===== src/rtl/stopwatch_pkg.sv =====
// -----------------------------------------------------------------------------
// stopwatch_pkg
//   Shared types and default constants for the stopwatch control block.
//   sw_state_t    : control FSM states (also exported on the debug state port)
//   DW_DEF        : default width of seconds/minutes values
//   SEC_LIMIT_DEF : default seconds modulus (must match the seconds counter)
//   MIN_LIMIT_DEF : default minutes modulus
// -----------------------------------------------------------------------------
package stopwatch_pkg;

    typedef enum logic [1:0] {
        SW_IDLE  = 2'd0,
        SW_RUN   = 2'd1,
        SW_PAUSE = 2'd2,
        SW_CLEAR = 2'd3
    } sw_state_t;

    localparam int DW_DEF        = 6;
    localparam int SEC_LIMIT_DEF = 60;
    localparam int MIN_LIMIT_DEF = 60;

endpackage


===== src/rtl/stopwatch_ctrl_tick_prescaler.sv =====
// -----------------------------------------------------------------------------
// tick_prescaler
//   Free-running modulo-PRESC counter with synchronous clear and count enable.
//   o_tick is high for the single enabled cycle in which the count sits at
//   PRESC-1; the count wraps to 0 on that same edge. When enable is low the
//   count holds, so a partially elapsed period is preserved.
// Ports
//   clk     in  1  system clock
//   rst     in  1  synchronous active-high reset (count -> 0)
//   clear   in  1  synchronous clear (count -> 0), dominates enable
//   enable  in  1  advance the count this cycle
//   o_tick  out 1  terminal-count pulse (combinational from the count)
// -----------------------------------------------------------------------------
module tick_prescaler #(
    parameter int PRESC = 10
) (
    input  logic clk,
    input  logic rst,
    input  logic clear,
    input  logic enable,
    output logic o_tick
);

    localparam int CW = (PRESC > 1) ? $clog2(PRESC) : 1;
    localparam logic [CW-1:0] LAST = CW'(PRESC - 1);

    logic [CW-1:0] cnt_q;
    logic [CW-1:0] cnt_d;

    always_comb begin
        cnt_d = cnt_q;
        if (clear) begin
            cnt_d = '0;
        end else if (enable) begin
            cnt_d = (cnt_q == LAST) ? '0 : cnt_q + 1'b1;
        end
    end

    assign o_tick = enable && !clear && (cnt_q == LAST);

    always_ff @(posedge clk) begin
        if (rst) begin
            cnt_q <= '0;
        end else begin
            cnt_q <= cnt_d;
        end
    end

endmodule


===== src/rtl/stopwatch_ctrl.sv =====
// -----------------------------------------------------------------------------
// stopwatch_ctrl
//   Control FSM for the stopwatch seconds counter. Derives the per-second tick,
//   drives the external seconds counter (enable level, count pulse, clear),
//   keeps the minutes value (carry out of seconds) and a lap-capture register.
// Ports
//   clk           in  1   system clock
//   rst           in  1   synchronous active-high reset
//   i_btn_start   in  1   start/stop toggle pulse
//   i_btn_reset   in  1   clear stopwatch pulse (wins over start/lap)
//   i_btn_lap     in  1   lap capture pulse (RUN/PAUSE only)
//   i_sec_count   in  DW  current seconds value from the counter
//   o_sw_clk      out 1   counter level enable (low clears counter)
//   o_start_stop  out 1   counter count pulse, 2 cycles per tick
//   o_reset       out 1   counter clear
//   o_min         out DW  minutes, 0..MIN_LIMIT-1
//   o_lap_sec     out DW  captured seconds
//   o_lap_min     out DW  captured minutes
//   o_lap_valid   out 1   1-cycle pulse when lap registers update
//   o_running     out 1   high while in RUN
//   o_dbg_state   out 2   current FSM state
// Handshake: there is no back-pressure anywhere; every button is a one-cycle
//   pulse that is acted on in the cycle it is high, and every output is a
//   registered level or one-shot with fixed timing relative to that cycle.
// -----------------------------------------------------------------------------
module stopwatch_ctrl
    import stopwatch_pkg::*;
#(
    parameter int CLK_HZ    = 50_000_000,
    parameter int TICK_HZ   = 1,
    parameter int SEC_LIMIT = SEC_LIMIT_DEF,
    parameter int MIN_LIMIT = MIN_LIMIT_DEF,
    parameter int DW        = DW_DEF
) (
    input  logic          clk,
    input  logic          rst,
    input  logic          i_btn_start,
    input  logic          i_btn_reset,
    input  logic          i_btn_lap,
    input  logic [DW-1:0] i_sec_count,
    output logic          o_sw_clk,
    output logic          o_start_stop,
    output logic          o_reset,
    output logic [DW-1:0] o_min,
    output logic [DW-1:0] o_lap_sec,
    output logic [DW-1:0] o_lap_min,
    output logic          o_lap_valid,
    output logic          o_running,
    output sw_state_t     o_dbg_state
);

    localparam int PRESC = CLK_HZ / TICK_HZ;

    sw_state_t     state_q, state_d;
    logic          clr_cnt_q, clr_cnt_d;
    logic          pulse_rem_q, pulse_rem_d;
    logic          sw_clk_q, sw_clk_d;
    logic          start_stop_q, start_stop_d;
    logic          reset_q, reset_d;
    logic          running_q, running_d;
    logic [DW-1:0] min_q, min_d;
    logic [DW-1:0] lap_sec_q, lap_sec_d;
    logic [DW-1:0] lap_min_q, lap_min_d;
    logic          lap_valid_q, lap_valid_d;

    logic presc_clear;
    logic presc_enable;
    logic tick;
    logic going_clear;
    logic lap_take;

    // The prescaler must not advance in the cycle a start (pause) or reset
    // is pressed, so the frozen fraction is the value seen at the button.
    assign presc_clear  = (state_q == SW_IDLE) || (state_q == SW_CLEAR);
    assign presc_enable = (state_q == SW_RUN) && !i_btn_start && !i_btn_reset;

    tick_prescaler #(
        .PRESC (PRESC)
    ) u_presc (
        .clk    (clk),
        .rst    (rst),
        .clear  (presc_clear),
        .enable (presc_enable),
        .o_tick (tick)
    );

    // Next-state logic
    always_comb begin
        state_d   = state_q;
        clr_cnt_d = clr_cnt_q;
        case (state_q)
            SW_IDLE: begin
                if (i_btn_reset) begin
                    state_d   = SW_CLEAR;
                    clr_cnt_d = 1'b0;
                end else if (i_btn_start) begin
                    state_d = SW_RUN;
                end
            end
            SW_RUN: begin
                if (i_btn_reset) begin
                    state_d   = SW_CLEAR;
                    clr_cnt_d = 1'b0;
                end else if (i_btn_start) begin
                    state_d = SW_PAUSE;
                end
            end
            SW_PAUSE: begin
                if (i_btn_reset) begin
                    state_d   = SW_CLEAR;
                    clr_cnt_d = 1'b0;
                end else if (i_btn_start) begin
                    state_d = SW_RUN;
                end
            end
            SW_CLEAR: begin
                // Two cycles in CLEAR, buttons ignored.
                if (clr_cnt_q) begin
                    state_d = SW_IDLE;
                end else begin
                    clr_cnt_d = 1'b1;
                end
            end
            default: state_d = SW_IDLE;
        endcase
    end

    assign going_clear = (state_d == SW_CLEAR);
    assign lap_take    = i_btn_lap && !i_btn_reset &&
                         ((state_q == SW_RUN) || (state_q == SW_PAUSE));

    // Registered outputs, computed from the next state so they line up with it
    always_comb begin
        sw_clk_d     = (state_d == SW_RUN) || (state_d == SW_PAUSE);
        reset_d      = !sw_clk_d;
        running_d    = (state_d == SW_RUN);

        // Pulse stretcher: tick opens a 2-cycle window, CLEAR kills it.
        start_stop_d = 1'b0;
        pulse_rem_d  = 1'b0;
        if (!going_clear) begin
            if (tick) begin
                start_stop_d = 1'b1;
                pulse_rem_d  = 1'b1;
            end else if (pulse_rem_q) begin
                start_stop_d = 1'b1;
            end
        end

        // Minute carry rises together with the count pulse that wraps seconds.
        min_d = min_q;
        if (going_clear) begin
            min_d = '0;
        end else if (tick && (i_sec_count == DW'(SEC_LIMIT - 1))) begin
            min_d = (min_q == DW'(MIN_LIMIT - 1)) ? '0 : min_q + 1'b1;
        end

        // Lap captures the pre-carry minutes value.
        lap_sec_d   = lap_sec_q;
        lap_min_d   = lap_min_q;
        lap_valid_d = 1'b0;
        if (going_clear) begin
            lap_sec_d = '0;
            lap_min_d = '0;
        end else if (lap_take) begin
            lap_sec_d   = i_sec_count;
            lap_min_d   = min_q;
            lap_valid_d = 1'b1;
        end
    end

    always_ff @(posedge clk) begin
        if (rst) begin
            state_q      <= SW_IDLE;
            clr_cnt_q    <= 1'b0;
            pulse_rem_q  <= 1'b0;
            sw_clk_q     <= 1'b0;
            start_stop_q <= 1'b0;
            reset_q      <= 1'b1;
            running_q    <= 1'b0;
            min_q        <= '0;
            lap_sec_q    <= '0;
            lap_min_q    <= '0;
            lap_valid_q  <= 1'b0;
        end else begin
            state_q      <= state_d;
            clr_cnt_q    <= clr_cnt_d;
            pulse_rem_q  <= pulse_rem_d;
            sw_clk_q     <= sw_clk_d;
            start_stop_q <= start_stop_d;
            reset_q      <= reset_d;
            running_q    <= running_d;
            min_q        <= min_d;
            lap_sec_q    <= lap_sec_d;
            lap_min_q    <= lap_min_d;
            lap_valid_q  <= lap_valid_d;
        end
    end

    assign o_sw_clk     = sw_clk_q;
    assign o_start_stop = start_stop_q;
    assign o_reset      = reset_q;
    assign o_min        = min_q;
    assign o_lap_sec    = lap_sec_q;
    assign o_lap_min    = lap_min_q;
    assign o_lap_valid  = lap_valid_q;
    assign o_running    = running_q;
    assign o_dbg_state  = state_q;

endmodule

===== config.mk =====
export PLATFORM = sky130hd
export DESIGN_NAME = stopwatch_ctrl
export DESIGN_NICKNAME = d
export VERILOG_FILES = /design/src/rtl/stopwatch_pkg.sv /design/src/rtl/stopwatch_ctrl_tick_prescaler.sv /design/src/rtl/stopwatch_ctrl.sv
export SDC_FILE = /design/constraint.sdc
export NUM_CORES = 1
export LEC_CHECK = 0
export CORE_UTILIZATION = 40
export CTS_CLUSTER_SIZE = 12
export DETAILED_ROUTE_END_ITERATION = 7
export PLACE_DENSITY = 0.59
export SETUP_SLACK_MARGIN = 0.3
export SYNTH_ARGS = -nofsm -noshare
export SYNTH_HDL_FRONTEND = slang
export SYNTH_SLANG_ARGS = --single-unit

===== constraint.sdc =====
create_clock -name clk -period 7.1 [get_ports clk]
set_input_delay 1.775 -clock clk [delete_from_list [all_inputs] [get_ports clk]]
set_output_delay 1.775 -clock clk [all_outputs]
set_load 0.02 [all_outputs]

==> run summary <==
Status: finished clean
Die height: 80.6 µm
Pre-Repair DR Iteration Count: 4
Post-synthesis sequential area ratio: 42.9%
Top cells by area, synth: dfxtp_1 43%, nor2_1 6.1%, nand2_1 5.8%
Reg clk slew, reported paths: 0.10 ns
Initial antenna violation count: 0
Share of power burned in registers: 48.1%
#FFs+latches synth: 53
Max-slew headroom: 45.5%
Pin count of the biggest net entering global routing: 22
Synthesized net count: 317
Clock Path Buffers: 2
Final #Nets: 350
# diodes: 0
Placer congestion estimate: 0.812
P_leak: 0.946 nW
Vias/cell: 5.20
Top_reg_cell synth: dfxtp_1
Postcts setup bufs: 0
EDFF count, synth: 0
Final Cycle Share: 54.0%
Finished Layout Cells: 405
Worst Clk Skew: 0.00743 ns
Slowest CP cell: o21bai_1
CP endpoint kind: flop
Clk root buf: clkbuf_8
Iteration-0 DRC count of the detailed router: 111
FILL cells: 597
Asr flop ratio synth: 0%
Ordered cell list for the critical path: clkdlybuf4s50_1 -> or3b_2 -> o21bai_1 -> buf_4 -> nor2_1
Vias in the first global route: 2025
DRC violations left: 0
Worst-path maximum fanout: 12
Final WL: 5470 µm
H-tree Lvls: 2
Mapped cell area: 2470 µm²
Overall Global Routing Usage: 18.7%
Setup slack, reg-to-reg: 4.46 ns
Final Hold Vio Count: 0
Fin area: 2970 µm²
Min-delay worst type: reg2reg
Slew Limit Fails: 0
Chip Width: 80.6 µm
Tmin final: 3.83 ns
Max-cap check violation count: 0
Core Area: 5960 µm²
Critical path class: in2reg
Hpwl dp: 3970 µm
Number of buffers created by CTS: 5
Commonest cells post-synth: 53 x dfxtp_1, 40 x nor2_1, 38 x nand2_1
Switching fraction of total power: 32.7%
Clock Power Share: 25.1%
Clk_lat worst skew: 0.31 ns
Delay-heaviest family, CP: buffers and inverters
Yosys top cell by area: dfxtp_1
Inst Count DP: 397
Setup TNS: 0 ns
Total gr overflow: 0
Internal power: 0.454 mW
Row cnt: 28
WP buf/inv: 2
Via count: 2107
Distinct cells, synth: 43
Peak VDD IR: 0.150 mV
Switching Power: 0.221 mW
Slew @ Worst Pin: 0.811 ns
RSZ-0062 raised after global routing: false
First-pass GRT wire length: 9400 µm
Post-route ant nets: 0
Comb pwr share: 26.8%
Pwr dens: 227 nW/µm²
Layout cells sized above 1: 4.55%
Layout area overhead: 20.2%
DR WL/cell: 13.5 µm
Die area: 6500 µm²
Fmax: 261 MHz
CTS Hold Bufs: 0
Startpoint Class: input port
Worst path max stage delay: 0.70 ns
Syn Area/Cell: 8.35 µm²
Data arrival time of the critical path: 4.04 ns
Most common cell in the netlist: dfxtp_1
Gates resized, CTS repair: 0
Starting Density: 41.5%
Number of I/O port buffers: 35
Gate Count Post-Synth: 296
TritonCTS clock tree: yes
Synth Warn #: 0
# IOs: 36
Setup violators final: 0
CP required: 7.30 ns
Final Core Density: 49.9%
CTS sink cnt: 53
Synth top area share: 42.9%
Placed cell areas: 2890 µm²
layout by cell type, fill, tap and decap left out, drive strengths merged, types with 2 or more instances in the layout:
cell type      instances
nor3b                  2
or2                    2
nand4                 14
and2                   2
nand2b                 4
or4                    2
nor4bb                 3
nand2                 38
a21oi                 23
inv                    9
or4b                   2
clkbuf                 5
xor2                  15
nor3                   6
nand3b                 4
o2111ai                2
xnor2                  6
and3                   2
o21ai                  5
nor2b                  3
nand3                 16
mux2i                  2
dfxtp                 53
clkdlybuf4s50         35
nor2                  40
clkinv                 2
or3b                   2
nor4                   6
ha                    10
worst paths after layout:
path	from	to	depth (start not counted)
setup / recovery	i_btn_reset	u_presc.cnt_q[25]$_SDFFE_PP0P_	5
hold / removal	pulse_rem_q$_SDFF_PP0_	o_start_stop$_SDFF_PP0_	2
setup reg to reg	u_presc.cnt_q[16]$_SDFFE_PP0P_	o_min[0]$_SDFFE_PP0P_	5
hold reg to reg	pulse_rem_q$_SDFF_PP0_	o_start_stop$_SDFF_PP0_	2
worst reg2reg max path, delay by kind of cell, from the launching register on:
family	cells	cell delay, ns
and+or+nand+nor	4	1.88
DFF	1	0.38
muxes	1	0.27
metrics by stage:
| step | setup slack (ns) | hold slack [ns] | power (mW) |
|---|---|---|---|
| finish | 3.27 | 0.447 | 0.676 |
| global route | 3.02 | 0.482 | 0.715 |
| CTS | 3.24 | 0.457 | 0.686 |
| detailed placement | 2.92 | 0.449 | 0.514 |
| global placement | 2.98 | 0.421 | 0.513 |
| floorplan | 3.88 | 0.411 | 0.448 |
area by class of cell:
cell class | instances | area [µm²] | share of cell area (%)
flip-flops and latches | 53 | 1060 | 35.7
well taps | 75 | 93.8 | 3.16
clock buffers | 5 | 68.8 | 2.32
clock inverters | 3 | 17.5 | 0.589
inverters | 9 | 33.8 | 1.14
multi-input cells | 224 | 1340 | 45.1
repair buffers | 36 | 358 | 12.0
kinds of logic after synthesis:
logic type,after synthesis,share of synthesized area [%]
adder cells (fa/ha/maj),10,5.06
AND/OR/NAND/NOR,154,32.1
AO/OA/AOI/OAI,37,8.71
flip-flops,53,42.9
buffers and inverters,19,2.93
XOR/XNOR,21,7.44
multiplexers,2,0.810
per-layer routing:
metal	routed length, µm	global-route usage [%]
met1	2760	26.3
met2	2480	28.1
met3	161	3.75
met4	65	6.43
met5	0	0
power groups by stage:
stage | clock (mW) | combinational [mW] | sequential [mW]
final | 0.169 | 0.181 | 0.325
after global routing | 0.186 | 0.201 | 0.328
after CTS | 0.177 | 0.183 | 0.326
after detailed placement | 0 | 0.181 | 0.333
after global placement | 0 | 0.181 | 0.332
after floorplan | 0 | 0.0985 | 0.350
state kept, by name (all words and copies together) (netlist names):
name,count
o_min,6
o_lap_min,6
o_start_stop,1
o_dbg_state,2
pulse_rem_q,1
o_reset,1
clr_cnt_q,1
u_presc.cnt_q,26
o_lap_sec,6
o_sw_clk,1
o_lap_valid,1
o_running,1
Power figures use the tool's default switching activity.
